File: config.mk
export PLATFORM = sky130hd
export DESIGN_NAME = fetch_unit
export DESIGN_NICKNAME = d
export VERILOG_FILES = /design/src/rtl/fetch_unit.sv
export SDC_FILE = /design/constraint.sdc
export NUM_CORES = 1
export LEC_CHECK = 0
export ABC_AREA = 1
export CAP_MARGIN = 0
export CORE_ASPECT_RATIO = 2
export CORE_MARGIN = 10
export CORE_UTILIZATION = 39
export DETAILED_ROUTE_END_ITERATION = 8
export DONT_BUFFER_PORTS = 1
export HOLD_SLACK_MARGIN = 0.02
export PLACE_DENSITY = 0.58
export SLEW_MARGIN = 20
export SYNTH_ARGS = -nofsm -noshare
export SYNTH_HDL_FRONTEND = slang
export SYNTH_SLANG_ARGS = --single-unit
File: constraint.sdc
create_clock -name clk -period 4.95 [get_ports clk]
set_clock_uncertainty 0.15 [all_clocks]
set_input_delay 0.2475 -clock clk [delete_from_list [all_inputs] [get_ports clk]]
set_output_delay 0.2475 -clock clk [all_outputs]
set_load 0.01 [all_outputs]
File: src/rtl/fetch_unit.sv
// Instruction fetch front end: keeps the fetch PC, issues single-word I-cache reads
// and buffers {pc, inst} pairs for decode, with redirect flush and stale-fetch squash.
module fetch_unit #(
  parameter logic [31:0] RESET_PC    = 32'h0000_0000,
  parameter int          QUEUE_DEPTH = 4
) (
  input  logic        clk,
  input  logic        nrst,
  output logic        cif_read,
  output logic [31:0] cif_addr,
  output logic        cif_done,
  input  logic        cif_ready,
  input  logic [31:0] cif_load,
  output logic        inst_valid,
  output logic [31:0] inst,
  output logic [31:0] inst_pc,
  input  logic        inst_ready,
  input  logic        redirect,
  input  logic [31:0] redirect_pc,
  input  logic        halt,
  output logic        busy
);

  localparam int PW = $clog2(QUEUE_DEPTH);
  localparam int CW = PW + 1;

  typedef enum logic {IDLE = 1'b0, REQ = 1'b1} state_t;

  state_t        state_q;
  logic [31:0]   fetch_pc_q;
  logic [31:0]   req_addr_q;
  logic          stale_q;
  logic [CW-1:0] count_q;
  logic [PW-1:0] head_q;
  logic [PW-1:0] tail_q;
  logic [31:0]   pc_mem_q   [QUEUE_DEPTH];
  logic [31:0]   inst_mem_q [QUEUE_DEPTH];

  logic          push;
  logic          pop;
  logic          can_issue;
  logic          issue;
  logic [CW-1:0] reserved;

  assign cif_read   = (state_q == REQ);
  assign cif_done   = cif_read & cif_ready;
  assign busy       = cif_read;
  assign cif_addr   = req_addr_q;
  assign inst_valid = (count_q != '0);
  assign inst       = inst_mem_q[head_q];
  assign inst_pc    = pc_mem_q[head_q];

  // A word completing this cycle already holds a slot; a pop in the same cycle does not free one.
  assign reserved  = count_q + CW'(cif_done & ~stale_q);
  assign can_issue = ~halt & ~redirect & (reserved < CW'(QUEUE_DEPTH));
  assign issue     = can_issue & ((state_q == IDLE) | cif_done);

  // Redirect overrides both queue ports: the flushed queue is empty next cycle.
  assign push = cif_done & ~stale_q & ~redirect;
  assign pop  = inst_valid & inst_ready & ~redirect;

  always_ff @(posedge clk or negedge nrst) begin
    if (!nrst) begin
      state_q    <= IDLE;
      fetch_pc_q <= RESET_PC;
      req_addr_q <= RESET_PC;
      stale_q    <= 1'b0;
      count_q    <= '0;
      head_q     <= '0;
      tail_q     <= '0;
      for (int i = 0; i < QUEUE_DEPTH; i++) begin
        pc_mem_q[i]   <= '0;
        inst_mem_q[i] <= '0;
      end
    end else begin
      case (state_q)
        IDLE:    if (issue) state_q <= REQ;
        REQ:     if (cif_done && !issue) state_q <= IDLE;
        default: state_q <= IDLE;
      endcase

      if (issue) req_addr_q <= fetch_pc_q;

      if (redirect)   fetch_pc_q <= redirect_pc & ~32'd3;
      else if (issue) fetch_pc_q <= fetch_pc_q + 32'd4;

      // The in-flight request can never be aborted, so its word is marked for discard instead.
      if (cif_done)                 stale_q <= 1'b0;
      else if (redirect && cif_read) stale_q <= 1'b1;

      if (push) begin
        pc_mem_q[tail_q]   <= req_addr_q;
        inst_mem_q[tail_q] <= cif_load;
      end

      if (redirect) begin
        count_q <= '0;
        head_q  <= '0;
        tail_q  <= '0;
      end else begin
        if (push) tail_q <= tail_q + PW'(1);
        if (pop)  head_q <= head_q + PW'(1);
        if (push && !pop)      count_q <= count_q + CW'(1);
        else if (pop && !push) count_q <= count_q - CW'(1);
      end
    end
  end

endmodule

# Word level (Yosys, flattened, before mapping)
# Cells that the tools add are included.
[totals] regBits=329 in_bits=70 out_inout_bits=100
[op_classes] add_sub_neg=6 order_cmp=4 n_mux=24 bitwise_logic=17 n_reduce_logical=14
[op_table] op="128-bit bitwise mux" count=2
[op_table] op="32-bit two-way mux" count=7
[op_table] op="32-bit binary-select mux with 2-bit select" count=2
[op_table] op="32-bit demux with 2-bit select" count=1
[op_table] op="32-bit by 3-bit adder with 32-bit output (second input constant)" count=1
[op_table] op="3-bit two-way mux" count=3
[op_table] op="1-bit bitwise AND" count=8
[op_table] op="2-bit two-way mux" count=4
[op_table] op="2-bit nonzero test" count=4
[op_table] op="3-bit >= comparator (second input constant)" count=2
[op_table] op="2-bit inverter with 3-bit output" count=2
[op_table] op="3-bit nonzero test" count=2
[op_table] op="1-bit logical AND" count=5
[op_table] op="2-bit by 1-bit adder with 2-bit output (second input constant)" count=2
[op_table] op="1-bit two-way mux" count=4
[op_table] op="1-bit inverter" count=4
[op_table] op="3-bit by 1-bit adder with 3-bit output (second input constant)" count=1
[op_table] op="3-bit adder" count=1
[op_table] op="1-bit by 3-bit bitwise AND with 3-bit output" count=1
[op_table] op="1-bit logical NOT" count=3
[op_table] op="3-bit by 1-bit < comparator with 1-bit output (second input constant)" count=1
[op_table] op="3-bit < comparator (second input constant)" count=1
[op_table] op="1-bit inverter with 3-bit output" count=1
[op_table] op="3-bit by 1-bit subtractor with 3-bit output (second input constant)" count=1
[op_table] op="2 further kinds" count=2

# Depth between registers and ports, before layout
[logic_depth] ltp_word=10 ltp_mapped=11 mapped_depth_nobuf=11

# Worst setup path before layout
# No wires, ideal clock.
[synth_path] kind="reg2reg" start="register state_q, in the netlist busy" end="register count_q[2]" arrival_time_ns=1.673 t_required_ns=4.683 slack_ns=3.010 path_stages_with_launch=12 period_less_slack_ns=1.940 path_cell_list="dfrtp_1 nand2_2 nor2_4 inv_2 nor2_8 nand2_1 inv_1 fa_1 xnor2_1 xor2_1 nand2_1 nand2_1"
[synth_between] elab_chain_cells=6 elab_cells_between_ends=9 classes_between="mux: 2; bitwise: 3; reduce/logical: 4"
[synth_lines] element="from (decl)" line="29" source="state_t state_q;"
[synth_lines] element="from (signal assigned)" line="64" source="state_q <= IDLE;"
[synth_lines] element="from (signal assigned)" line="77" source="IDLE: if (issue) state_q <= REQ;"
[synth_lines] element="from (signal assigned)" line="78" source="REQ: if (cif_done && !issue) state_q <= IDLE;"
[synth_lines] element="1-bit bitwise AND *" line="46" source="assign cif_done = cif_read & cif_ready;"
[synth_lines] element="1-bit bitwise AND * (2 in series)" line="59" source="assign push = cif_done & ~stale_q & ~redirect;"
[synth_lines] element="1-bit logical AND or 1-bit logical NOT (tied branches)" line="103, 104"
[synth_lines] element="3-bit two-way mux or 1-bit logical AND (tied branches)" line="103, 104"
[synth_lines] element="3-bit two-way mux or 3-bit nonzero test (tied branches)"
[synth_lines] element="to (signal assigned)" line="103" source="if (push && !pop) count_q <= count_q + CW'(1);"
[synth_lines] element="to (signal assigned)" line="104" source="else if (pop && !push) count_q <= count_q - CW'(1);"
[synth_lines] element="to (decl)" line="33" source="logic [CW-1:0] count_q;"
# Mark *: on every way between the ends. The rest lies on a longest branch, timed or not.
# A chain may end at the register's enable or synchronous reset.

# Worst setup path after layout
[layout_path] start="register head_q[0]" end="output port inst_pc[3]"
[layout_between] elab_chain_cells=4
[layout_lines] element="from (decl)" line="34" source="logic [PW-1:0] head_q;"
[layout_lines] element="from (signal assigned)" line="102" source="if (pop) head_q <= head_q + PW'(1);"
[layout_lines] element="2-bit inverter with 3-bit output (implied by the code)" line="51" source="assign inst_pc = pc_mem_q[head_q];"
[layout_lines] element="32-bit binary-select mux with 2-bit select" line="51"
[layout_lines] element="32-bit two-way mux (implied by the code) (2 in series)" line="51"
[layout_lines] element="to (decl)" line="16" source="output logic [31:0] inst_pc,"
# Every way passes these cells. The select of a mux whose other input is x is not followed.

==> impl.org <==
** Routing
- For this block, the via count after detailed routing is 11900.
- In this run the remaining antenna-violating nets after routing total 0.
- After detailed routing, the average wire length per cell comes to 18.0 um.
- Number of detailed-routing iterations run before antenna repair :: 5
- DRT Wirelength :: 40.8 mm
- Number of design rule violations left after detail routing :: 0
- Via count normalized by instance count :: between 5 and 6
- In this run, the number of DRC markers left after iteration 0 of detailed routing was 664.

** Yosys
- The Yosys step of the flow raised 0 warnings.
- The synthesized netlist occupies a cell area of 14700 um2.
- In the synthesized netlist the dominant register cell turns out to be sky130_fd_sc_hd__dfrtp_1.
- sky130_fd_sc_hd__dfrtp_1 takes more of the synthesized area than any other cell.
- Synthesis instantiated 36 different standard cells from the library.
- Seq cells post-synth :: 317
- Of all flip-flops after synthesis, the portion carrying an async set or reset was 100%.
- In this run the biggest area consumer among cell types represents 54.1% of the synthesized area.
- Sequential cells were found to cover 54.1% of the synthesized design area.
- The average instance in the mapped netlist occupies ~8.3 um2.
- Synthesized netlist cell count :: 1768
- Top area cells in the synthesized netlist :: sky130_fd_sc_hd__dfrtp_1 (54%), sky130_fd_sc_hd__nand2_1 (12%), sky130_fd_sc_hd__o21ai_1 (9.0%)
- Number of synthesized flops with an enable pin :: 0

** Timing
- The count of final hold-check violations was 317.
- Across all hold checks on the routed design, the worst slack comes to -0.769 ns.
- Slew at the pin closest to its max-slew limit :: 1.03 ns
- For the final routed database, the setup TNS stands at 0 ns.
- Setup repair after global routing left no endpoint under its margin.
- Setup violations remaining at the end of the flow were counted as 0.
- The smallest clock period supported by the final layout is computed as 3.35 ns.
- After layout, the worst path uses 67.6% of the clock period.
- In the post-route analysis, the smallest setup slack over all paths is 1.60 ns.
- Maximum clock frequency :: 299 MHz
- The final number of max-transition violations was 0.
- Worst slew margin :: 31.0%

** Die
- Starting Density :: 39.5%
- CORE AREA :: 37200 um2
- Y dimension of the die :: 294 um
- Horiz. Die Dim :: 157 um
- The die covers 46200 um2.
- # IOs :: between 150 and 200
- After floorplanning, the core was divided into 100 placement rows.

** Critical path
- Setup crit start kind :: flip-flop
- Launching element of the worst setup path :: head_q[0]
- Arrival time at the worst endpoint :: just under 3 ns
- In this run the worst path has a maximum fanout of 66.
- Critical R2R Launch :: busy
- Nature of the critical path endpoint :: output pin
- For the worst setup path, the data required time is ~4.6 ns.
- The worst setup path is of the flip-flop to output pin kind.

** Clock network
- The clock reaches the later pin of the worst-skew pair after about 0.57 ns.
- In this run, post-CTS repair resized a total of 0 instances.
- Counting the buffers created by CTS gives 30.
- Buffer cell driving the clock tree root :: sky130_fd_sc_hd__clkbuf_16
- Level count of the clock H-tree :: 1
- Counting every sink on the clock net gives 317.
- Reg clk slew, reported paths :: 0.07 ns
- Post-cts hold buffer count :: 86
- # Post-CTS Setup Buffers :: 0
- CTS tree :: built
- Buffers from clock root to sink, at most :: 3

** Placed design
- Dpl ws :: 2.25 ns
- Post-detail-place hpwl :: between 20 and 30 mm
- Routability-driven placement finished with a final weighted congestion of 0.928.
- Port Buffers :: 0
- The number of placed instances, taps included, is 2129.

** Global route
- Total routing resource utilization after global routing :: 17.5%
- Entering global routing, the biggest net connects 318 pins.
- Global-route wire length before repair :: 65.1 mm
- Via count of the first global-routing pass :: 11700
- Global routing consumed, on the met1 layer, 20.3% of the routing resources.
- Remaining global-route overflow :: 0
- Met3 capacity usage during global routing :: 3.29%
- Met2 routing resource usage after global routing :: 31.1%
- Antenna violations before repair :: 1
- met2 is the most crowded layer.

** Final layout
- Excluding fillers, the count of instances in the completed layout stands at 2271.
- Area delta synth->final :: 13.0%
- Leaving out fill and tap cells, the most frequent cell in the layout is sky130_fd_sc_hd__nand2_1.
- Number of nets in the final layout :: around 1900
- In the layout the commonest cells are sky130_fd_sc_hd__nand2_1 (469), sky130_fd_sc_hd__dfrtp_1 (315), sky130_fd_sc_hd__o21ai_1 (265).
- Share of cells above drive strength 1 :: 4.97%

** Power
- The design draws 8.57 mW.
- Leakage component of the power :: 7.77 nW
- IR analysis of the VDD net gives a maximum drop of 356 uV.
- Power per Cell Area :: 517 nW/um2

** Run status
- The flow ran to the end, but the final reports show violations.
- The final reports fail on negative hold slack.

** Flow run
- Max cap viols :: 0

** Worst hold path
- HP Class :: primary input to async pin
## routing by layer
metal / vias to the layer above / wire length [um]
li1: 5820 / -
met2: 308 / 21000
met5: - / 0
met3: 73 / 2240
met4: 0 / 1550
met1: 5658 / 16000
## final cells by class
type	instances	area (um2)
Timing Repair Buffer	99	958
Multi-Input combinational cell	1224	5620
Antenna cell	1	2.50
Inverter	116	440
Fill cell	3675	20600
Clock inverter	14	161
Clock buffer	41	873
Sequential cell	317	7940
Tap cell	459	574
## synthesized netlist by cell type, types with 4 or more instances
library cell               number
sky130_fd_sc_hd__nand2_1      469
sky130_fd_sc_hd__dfrtp_1      317
sky130_fd_sc_hd__o21ai_1      265
sky130_fd_sc_hd__nor2_1       170
sky130_fd_sc_hd__o21ai_0      146
sky130_fd_sc_hd__inv_1        112
sky130_fd_sc_hd__nand3_1       62
sky130_fd_sc_hd__o22ai_1       62
sky130_fd_sc_hd__clkbuf_1      51
sky130_fd_sc_hd__buf_6         28
sky130_fd_sc_hd__buf_2         20
sky130_fd_sc_hd__buf_4          9
sky130_fd_sc_hd__o21ai_2        8
sky130_fd_sc_hd__xor2_1         6
sky130_fd_sc_hd__buf_1          5
sky130_fd_sc_hd__ha_1           5
sky130_fd_sc_hd__nand2_4        4
## power breakdown
group | leakage [nW] | total [mW] | internal (mW) | switching, mW
Sequential | 4.23 | 3.69 | 3.17 | 0.524
Combinational | 3.03 | 2.47 | 0.761 | 1.71
Clock | 0.509 | 2.41 | 1.39 | 1.02
## per-stage QoR
| stage | utilization [%] | area [um2] |
|---|---|---|
| final | 44.6 | 16600 |
| after global routing | 44.6 | 16600 |
| after CTS | 44.5 | 16600 |
| after detailed placement | 39.4 | 14700 |
| after global placement | 39.4 | 14700 |
| after floorplan | - | 14700 |
## cell families after synthesis
family	synth area share [%]
other cells	0.0256
fa+ha+maj	0.563
simple gates	19.7
flops	54.1
buf+inv	7.73
xor+xnor	0.478
compound gates	17.4
## worst paths after layout
check	cells after the start	slack, ns	to
max in group asynchronous	0	4.98	inst_mem_q[93]
hold / removal	0	-0.77	stale_q
min in group clk	3	0.23	fetch_pc_q[18]
setup / recovery	4	1.60	inst_pc[3]
setup reg to reg	8	2.22	inst_mem_q[94]
hold reg to reg	2	0.33	pc_mem_q[68]
## state kept, by name, summed over array words and instances (netlist names)
| signal | count |
|---|---|
| cif_addr | 30 |
| pc_mem_q | 120 |
| stale_q | 1 |
| inst_mem_q | 128 |
| tail_q | 2 |
| busy | 1 |
| count_q | 3 |
| fetch_pc_q | 30 |
| head_q | 2 |
## worst max-delay path, cell delays in order (launching register included)
cell and delay, ns:
sky130_fd_sc_hd__dfrtp_4 0.44, sky130_fd_sc_hd__buf_4 0.57, sky130_fd_sc_hd__buf_4 0.65, sky130_fd_sc_hd__o21ai_0 0.19, sky130_fd_sc_hd__o22ai_1 0.41
Power figures use the tool's default switching activity.
